==> src/rtl/twiddle_sched.sv <==
`default_nettype none
// ============================================================================
// Module      : twiddle_sched
// Description : Stage/butterfly scheduler for a run-time sized radix-2 DIF
//               FFT. It walks every stage s = 0..L-1 and every butterfly
//               c = 0..N/2-1, drives the synchronous twiddle ROM address, and
//               emits butterfly descriptors that line up with the ROM output.
//
// Ports       : clk       - clock, rising edge
//               rst_n     - synchronous active-low reset
//               start     - begin a transform (sampled only in IDLE)
//               log2n     - FFT size exponent, legal 1..LOG2_MAX
//               cfg_err   - one-cycle pulse for start with illegal log2n
//               busy      - transform in progress
//               done      - one-cycle pulse after the last handshake
//               rom_addr  - combinational twiddle ROM address
//               bf_valid  - descriptor valid (ROM data valid same cycle)
//               bf_ready  - downstream accepts the descriptor
//               bf_stage  - stage of the descriptor
//               bf_idx_a  - upper operand index
//               bf_idx_b  - lower operand index (bf_idx_a + half)
//               bf_last   - final butterfly of the final stage
//
// Revision    : 1.0 - initial release
// ============================================================================
module twiddle_sched #(
    parameter int MAX_N    = 2048,
    parameter int LOG2_MAX = 11,
    parameter int IDX_W    = 11
) (
    input  logic             clk,
    input  logic             rst_n,
    input  logic             start,
    input  logic [3:0]       log2n,
    output logic             cfg_err,
    output logic             busy,
    output logic             done,
    output logic [IDX_W-1:0] rom_addr,
    output logic             bf_valid,
    input  logic             bf_ready,
    output logic [3:0]       bf_stage,
    output logic [IDX_W-1:0] bf_idx_a,
    output logic [IDX_W-1:0] bf_idx_b,
    output logic             bf_last
);

    localparam logic [1:0] c_IDLE  = 2'd0;
    localparam logic [1:0] c_RUN   = 2'd1;
    localparam logic [1:0] c_FLUSH = 2'd2;

    localparam logic [IDX_W-1:0] c_ONE       = {{(IDX_W-1){1'b0}}, 1'b1};
    // The ROM holds MAX_N/2 entries; masking keeps the address inside it.
    localparam logic [IDX_W-1:0] c_ADDR_MASK = IDX_W'(MAX_N / 2 - 1);
    localparam logic [3:0]       c_LOG2_MAX  = 4'(LOG2_MAX);

    logic [1:0]       r_state;
    logic [1:0]       w_next;

    logic [3:0]       r_len;      // latched L
    logic [3:0]       r_stage;    // current stage counter
    logic [IDX_W-1:0] r_cnt;      // butterfly counter within the stage

    logic             r_valid;
    logic             r_last;
    logic             r_done;
    logic             r_cfg_err;
    logic [3:0]       r_bf_stage;
    logic [IDX_W-1:0] r_idx_a;
    logic [IDX_W-1:0] r_idx_b;
    logic [IDX_W-1:0] r_addr;     // ROM address of the held descriptor

    logic             w_adv;
    logic             w_log2n_ok;
    logic [3:0]       w_shr;      // L-1-s = log2(half)
    logic [IDX_W-1:0] w_half;
    logic [IDX_W-1:0] w_j;
    logic [IDX_W-1:0] w_g;
    logic [IDX_W-1:0] w_a;
    logic [IDX_W-1:0] w_b;
    logic [IDX_W-1:0] w_addr;
    logic [IDX_W-1:0] w_cnt_max;
    logic             w_stage_end;
    logic             w_last;

    assign w_adv      = !r_valid || bf_ready;
    assign w_log2n_ok = (log2n != 4'd0) && (log2n <= c_LOG2_MAX);

    // Descriptor for the current (stage, counter) pair. The counter splits
    // into a group number g (upper bits) and an offset j within the group.
    assign w_shr       = r_len - 4'd1 - r_stage;
    assign w_half      = c_ONE << w_shr;
    assign w_j         = r_cnt & (w_half - c_ONE);
    assign w_g         = r_cnt >> w_shr;
    assign w_a         = (w_g << (w_shr + 4'd1)) | w_j;
    assign w_b         = w_a + w_half;
    // Twiddle k = j<<s, scaled up to the MAX_N-sized ROM.
    assign w_addr      = ((w_j << r_stage) << (c_LOG2_MAX - r_len)) & c_ADDR_MASK;
    assign w_cnt_max   = (c_ONE << (r_len - 4'd1)) - c_ONE;
    assign w_stage_end = (r_cnt == w_cnt_max);
    assign w_last      = w_stage_end && (r_stage == r_len - 4'd1);

    // ------------------------------------------------------------------
    // FSM: state register
    // ------------------------------------------------------------------
    always_ff @(posedge clk) begin
        if (!rst_n) begin
            r_state <= c_IDLE;
        end else begin
            r_state <= w_next;
        end
    end

    // ------------------------------------------------------------------
    // FSM: next-state logic
    // ------------------------------------------------------------------
    always_comb begin
        w_next = r_state;
        case (r_state)
            c_IDLE:  if (start && w_log2n_ok) w_next = c_RUN;
            c_RUN:   if (w_adv && w_last)     w_next = c_FLUSH;
            c_FLUSH: if (w_adv)               w_next = c_IDLE;
            default:                          w_next = c_IDLE;
        endcase
    end

    // ------------------------------------------------------------------
    // FSM: outputs
    // ------------------------------------------------------------------
    always_comb begin
        busy = (r_state != c_IDLE);
        // When the output registers are about to load, look up the incoming
        // descriptor so ROM data arrives with it; otherwise hold the address
        // of the registered descriptor so stalled data stays aligned.
        if (w_adv && (r_state == c_RUN)) begin
            rom_addr = w_addr;
        end else begin
            rom_addr = r_addr;
        end
    end

    // ------------------------------------------------------------------
    // Counters and descriptor output registers
    // ------------------------------------------------------------------
    always_ff @(posedge clk) begin
        if (!rst_n) begin
            r_len      <= 4'd0;
            r_stage    <= 4'd0;
            r_cnt      <= '0;
            r_valid    <= 1'b0;
            r_last     <= 1'b0;
            r_done     <= 1'b0;
            r_cfg_err  <= 1'b0;
            r_bf_stage <= 4'd0;
            r_idx_a    <= '0;
            r_idx_b    <= '0;
            r_addr     <= '0;
        end else begin
            r_done    <= 1'b0;
            r_cfg_err <= 1'b0;
            case (r_state)
                c_IDLE: begin
                    if (start) begin
                        if (w_log2n_ok) begin
                            r_len   <= log2n;
                            r_stage <= 4'd0;
                            r_cnt   <= '0;
                        end else begin
                            r_cfg_err <= 1'b1;
                        end
                    end
                end
                c_RUN: begin
                    if (w_adv) begin
                        r_valid    <= 1'b1;
                        r_last     <= w_last;
                        r_bf_stage <= r_stage;
                        r_idx_a    <= w_a;
                        r_idx_b    <= w_b;
                        r_addr     <= w_addr;
                        if (w_stage_end) begin
                            r_cnt   <= '0;
                            r_stage <= r_stage + 4'd1;
                        end else begin
                            r_cnt <= r_cnt + c_ONE;
                        end
                    end
                end
                c_FLUSH: begin
                    if (w_adv) begin
                        r_valid <= 1'b0;
                        r_last  <= 1'b0;
                        r_done  <= 1'b1;
                    end
                end
                default: ;
            endcase
        end
    end

    assign cfg_err  = r_cfg_err;
    assign done     = r_done;
    assign bf_valid = r_valid;
    assign bf_last  = r_last;
    assign bf_stage = r_bf_stage;
    assign bf_idx_a = r_idx_a;
    assign bf_idx_b = r_idx_b;

endmodule
`default_nettype wire

==> config.mk <==
export PLATFORM = sky130hd
export DESIGN_NAME = twiddle_sched
export DESIGN_NICKNAME = d
export VERILOG_FILES = /design/src/rtl/twiddle_sched.sv
export SDC_FILE = /design/constraint.sdc
export NUM_CORES = 1
export LEC_CHECK = 0
export ABC_AREA = 1
export BUFFER_PORTS_ARGS = -buffer_cell sky130_fd_sc_hd__buf_2
export CORE_MARGIN = 3
export CORE_UTILIZATION = 56
export DETAILED_ROUTE_END_ITERATION = 12
export PLACE_DENSITY_LB_ADDON = 0.12
export SETUP_SLACK_MARGIN = 0.15
export SLEW_MARGIN = 10
export SYNTH_ARGS = -nofsm -noshare
export SYNTH_HDL_FRONTEND = slang
export SYNTH_SLANG_ARGS = --single-unit
==> constraint.sdc <==
create_clock -name clk -period 5.4 [get_ports clk]
set_input_delay 1.35 -clock clk [delete_from_list [all_inputs] [get_ports clk]]
set_output_delay 1.35 -clock clk [all_outputs]
set_load 0.01 [all_outputs]
# Word level (Yosys, flattened, before mapping)
# Cells that the tools add are included.
dict set report word_totals {
  out_inout_bits 42
  elab_cells 83
  regBits 61
}
dict set report classes {
  bitwise_logic 2
  reduce_logical 20
  eq_ne 11
  n_mux 22
  n_lt_le_gt_ge 1
  addsub 9
  shift 6
}
# operator count
set ops {}
lappend ops {{11-bit 2-to-1 mux} 4}
lappend ops {{11-bit case mux with 2 select lines} 1}
lappend ops {{1-bit by 4-bit left shift with 11-bit output (first input constant)} 2}
lappend ops {{11-bit by 4-bit left shift with 11-bit output} 2}
lappend ops {{11-bit by 1-bit subtractor with 11-bit output (second input constant)} 2}
lappend ops {{4-bit 2-to-1 mux} 4}
lappend ops {{2-bit inequality test (second input constant)} 7}
lappend ops {{3-bit AND reduction} 4}
lappend ops {{11-bit by 1-bit adder with 11-bit output (second input constant)} 1}
lappend ops {{11-bit adder} 1}
lappend ops {{11-bit bitwise AND} 1}
lappend ops {{11-bit equality test} 1}
lappend ops {{11-bit OR} 1}
lappend ops {{11-bit by 4-bit left shift with 10-bit output} 1}
lappend ops {{11-bit by 4-bit >> shifter with 11-bit output} 1}
lappend ops {{10-bit 2-to-1 mux} 1}
lappend ops {{4-bit by 1-bit adder with 4-bit output (second input constant)} 2}
lappend ops {{4-bit case mux with 2 select lines} 1}
lappend ops {{2-bit 2-to-1 mux} 3}
lappend ops {{2-bit case mux with 3 select lines} 1}
lappend ops {{2-bit nonzero test} 3}
lappend ops {{1-bit logical AND} 5}
lappend ops {{1-bit 2-to-1 mux} 5}
lappend ops {{5-bit AND reduction} 1}
lappend ops {{14 further kinds} 16}

# Longest topological paths before layout
dict set report logic_depth {
  depth_word 8
  ltp_mapped 33
  depth_no_buf 31
}

# Worst setup path before layout
# No wires, ideal clock.
dict set report synth_path {
  path_kind {reg2out}
  from {register r_len[0]}
  to {output port rom_addr[9]}
  n_path_buf 2
  arrival_time_ns 3.941
  slack_ns 0.109
  stages_incl_launch_ff 32
  path_cell_list {dfxtp_1 -> inv_1 -> clkbuf_1 -> ha_1 -> nand2_1 -> nand2_1 -> inv_1 -> ha_1 -> nand2_1 -> nor2_1 -> nor2_1 -> inv_1 -> nand3_1 -> nand2_2 -> buf_6 -> nand2_1 -> ha_1 -> inv_1 -> o311ai_0 -> nand2_2 -> nand3_1 -> nand3_1 -> nand2_1 -> nand2_1 -> nand3_1 -> nand3_1 -> nand2_1 -> nand2_1 -> nand2_1 -> nand2_1 -> nor2_1 -> inv_1}
}
dict set report synth_via {
  elab_chain_len 8
  elab_cells_between_ends 9
  classes_between {add/sub: 4; shift: 3; mux: 1; bitwise: 1}
}
# element line
set synth_rtl {}
lappend synth_rtl {{start, declared} 59} ;# logic [3:0] r_len;
lappend synth_rtl {{start signal, assigned} 164} ;# r_len <= log2n;
lappend synth_rtl {{4-bit by 1-bit subtractor with 4-bit output} 90} ;# assign w_shr = r_len - 4'd1 - r_stage;
lappend synth_rtl {{4-bit subtractor} 90}
lappend synth_rtl {{1-bit by 4-bit left shift with 11-bit output} 91} ;# assign w_half = c_ONE << w_shr;
lappend synth_rtl {{11-bit by 1-bit subtractor with 11-bit output} 92} ;# assign w_j = r_cnt & (w_half - c_ONE);
lappend synth_rtl {{11-bit bitwise AND} 92}
lappend synth_rtl {{11-bit by 4-bit left shift with 11-bit output} 97} ;# assign w_addr = ((w_j << r_stage) << (c_LOG2_MAX - r_len)) & c_ADDR_MASK;
lappend synth_rtl {{11-bit by 4-bit left shift with 10-bit output *} 97}
lappend synth_rtl {{10-bit 2-to-1 mux *} 134} ;# if (w_adv && (r_state == c_RUN)) begin
lappend synth_rtl {{end, declared} 38} ;# output logic [IDX_W-1:0] rom_addr,
# Every way passes the cells marked *; elsewhere a longest branch is shown, timed or not.

# Worst setup path in the final report
dict set report layout_path {
  from {register r_len[0]}
  to {output port rom_addr[8]}
}
# The elaborated chain is that of the path after synthesis.

==> results.json <==
{
  "area_growth_pct": 21.7,
  "status": "complete, no violations",
  "worst_slew_pin_slew_ns": 0.874,
  "grt_pass1_wl_um": 26600,
  "holdWs_ns": 0.474,
  "drive_gt1_share_pct": 21.4,
  "finalWeightedCongestion": 0.960,
  "remaining_drc_errors": 0,
  "n_antenna_cell": 0,
  "p_leak_nw": 3.48,
  "clk-insertion-delay-late_ns": 0.36,
  "register_area_um2": 1230,
  "end_kind": "primary output",
  "cts_buffers": 9,
  "ys_warn_count": 0,
  "clk_pin_slew_ns": 0.07,
  "hp-class": "reg2reg",
  "initial_core_util_pct": 58.4,
  "setup_tns_ns": 0,
  "hold_viol_final": 0,
  "fillers": 895,
  "multi_input_area_um2": 4380,
  "gr-usage-all-layers_pct": 28.0,
  "grt_pass1_vias": 5709,
  "drtIter0Drc": 617,
  "yosysSeqAreaShare_pct": 21.1,
  "layout.nets": 1090,
  "cts-root-buf": "clkbuf_8",
  "cts_max_path_buffers": 2,
  "cts_max_level": 3,
  "clock_sinks": 61,
  "cap_viol_max_count": 0,
  "cts_tree": "yes",
  "fin_crit_sh_pct": 95.9,
  "crit_arrival_ns": 3.83,
  "routed_wl_um": 17500,
  "async_flop_share_pct": 0,
  "synth_top_area_share_pct": 21.1,
  "mostFrequentLayoutCells": "nand2_1, nand3_1, inv_1",
  "antenna_found_initial": 0,
  "synthCells": 1001,
  "ant_nets": 0,
  "portBuffers": 48,
  "relSlewSlack_pct": 41.7,
  "final-setup-viol-count": 0,
  "ys_seq_elements": 61,
  "vias": 6806,
  "ys_top_cells_by_area": "dfxtp_1, nand2_1, nand3_1",
  "synth_edf_count": 0,
  "final_common_cell": "nand2_1",
  "dp_hpwl_um": 12000,
  "fp.dieArea_um2": 11600,
  "slew_viol_final": 0,
  "synthFlopType": "dfxtp_1",
  "grt.overflow.total": 0,
  "period_minus_slack_ns": 5.18,
  "hold_buffers": 0,
  "path_max_fanout": 6,
  "syn_nets": 1035,
  "synth_area_um2": 5780,
  "vdd_drop_max_uv": 200,
  "firstDrtPassIters": 5,
  "syn_avg_cell_area_um2": 5.78,
  "synth_top_area_cell": "dfxtp_1",
  "design.core.area_um2": 9910,
  "dieWidth_um": 108,
  "die_h_um": 108,
  "p_per_area_nw_per_um2": 412,
  "viasPerCell": 5.70,
  "pin_count": 50,
  "worst-setup-path-type": "reg2out",
  "post_synth_num_cell_types": 48,
  "grt_start_max_net_pins": 46,
  "clock.fmax_mhz": 193,
  "required_ns": 4.05,
  "wire_per_inst_um": 14.6,
  "start_kind": "flop",
  "rows": 36,
  "clock_skew_ns": 0.0100,
  "grt_setup_unrepaired": "true"
}
[path summary, 6_finish.rpt]
check / start / endpoint / slack (ns) / cells after the start
max: r_len[0]$_SDFFE_PN0P_ / rom_addr[8] / 0.22 / 22
min: r_addr[2]$_SDFFE_PN0P_ / r_addr[2]$_SDFFE_PN0P_ / 0.47 / 2
max reg2reg: r_len[0]$_SDFFE_PN0P_ / bf_idx_b[6]$_SDFFE_PN0P_ / 0.68 / 29
min reg2reg: r_addr[2]$_SDFFE_PN0P_ / r_addr[2]$_SDFFE_PN0P_ / 0.47 / 2
[through the flow]
step | total power, W | worst slack (ns) | utilization [%] | area (µm²) | std cells
after floorplan | 0.00178 | 0.165 | - | 5790 | 1001
after detailed placement | 0.00212 | 0.146 | 61.9 | 6130 | 1157
after global placement | 0.00211 | 0.199 | 61.9 | 6130 | 1157
after CTS | 0.00264 | 0.167 | 65.5 | 6490 | 1174
final | 0.00290 | 0.221 | 71.1 | 7040 | 1194
after global routing | 0.00313 | 0.0271 | 71.1 | 7040 | 1194
[kinds of logic after synthesis]
family | Yosys count | synth area share (%)
AOI/OAI and AO/OA | 150 | 14.3
xor gates and xnor gates | 24 | 3.63
buffers and inverters | 169 | 11.6
DFF | 61 | 21.1
other | 1 | 0.0648
and+or+nand+nor | 570 | 43.4
adders and majority gates | 26 | 5.88
[state kept, by name (all words and copies together), names as in the netlist, 2 cells and up]
register / count
r_stage: 4
r_len: 4
r_state: 2
bf_idx_b: 11
r_addr: 10
bf_idx_a: 11
r_cnt: 11
bf_stage: 4
[report_power, final]
| part | internal [W] | leakage (nW) | total, W | switching, W |
|---|---|---|---|---|
| registers | 0.000500 | 0.500 | 0.000530 | 0.0000296 |
| logic | 0.000648 | 2.88 | 0.00190 | 0.00125 |
| clock network | 0.000260 | 0.107 | 0.000469 | 0.000209 |
| total | 0.00141 | 3.48 | 0.00290 | 0.00149 |
[repair_timing]
| action | CTS | global route |
|---|---|---|
| gates cloned | 0 | 0 |
| endpoints found under the setup margin | 8 | 8 |
| pin swaps | 9 | 35 |
| setup buffers | 1 | 20 |
| resized for setup | 34 | 104 |
[Yosys cell counts, drive strengths merged, types with 6 or more instances]
| cell type | number |
|---|---|
| buf | 16 |
| dfxtp | 61 |
| xor2 | 21 |
| nand3 | 148 |
| ha | 24 |
| clkbuf | 27 |
| nand4 | 18 |
| o21ai | 74 |
| nand2 | 267 |
| inv | 125 |
| nor3 | 8 |
| nor2 | 115 |
| a21oi | 55 |
| or2 | 6 |
[area by class of cell]
class	instances	share of cell area, %
clock inverter	6	1.23
timing repair buffer	87	8.12
clock buffer	10	1.81
sequential	61	17.4
tap	133	2.36
multi-input combinational	771	62.2
inverter	126	6.86
[critical path, cell delays in order (launching register included)]
cell	delay, ns
dfxtp_4	0.37
inv_4	0.05
ha_4	0.24
fa_1	0.57
buf_6	0.12
inv_1	0.06
ha_2	0.18
inv_2	0.09
nor2_4	0.08
o31ai_4	0.37
buf_4	0.18
nand4_1	0.12
nand3_2	0.16
nand2_1	0.07
nand3_1	0.07
nand3_1	0.09
nand2_1	0.10
nand2_1	0.05
a21oi_1	0.13
nor2_1	0.07
nor2_2	0.12
inv_1	0.04
buf_2	0.13
[per-layer routing]
| metal | vias up | routed length [µm] | global-route usage, % | part of all wire, % |
|---|---|---|---|---|
| met3 | 68 | 1230 | 4.50 | 7.0 |
| li1 | 3357 | - | - | - |
| met4 | 0 | 669 | 9.02 | 3.8 |
| met5 | - | 0 | 0 | 0 |
| met1 | 3070 | 7460 | 37.4 | 43 |
| met2 | 311 | 8130 | 46.3 | 46 |
Note: power is estimated with default switching activity, not from simulation.
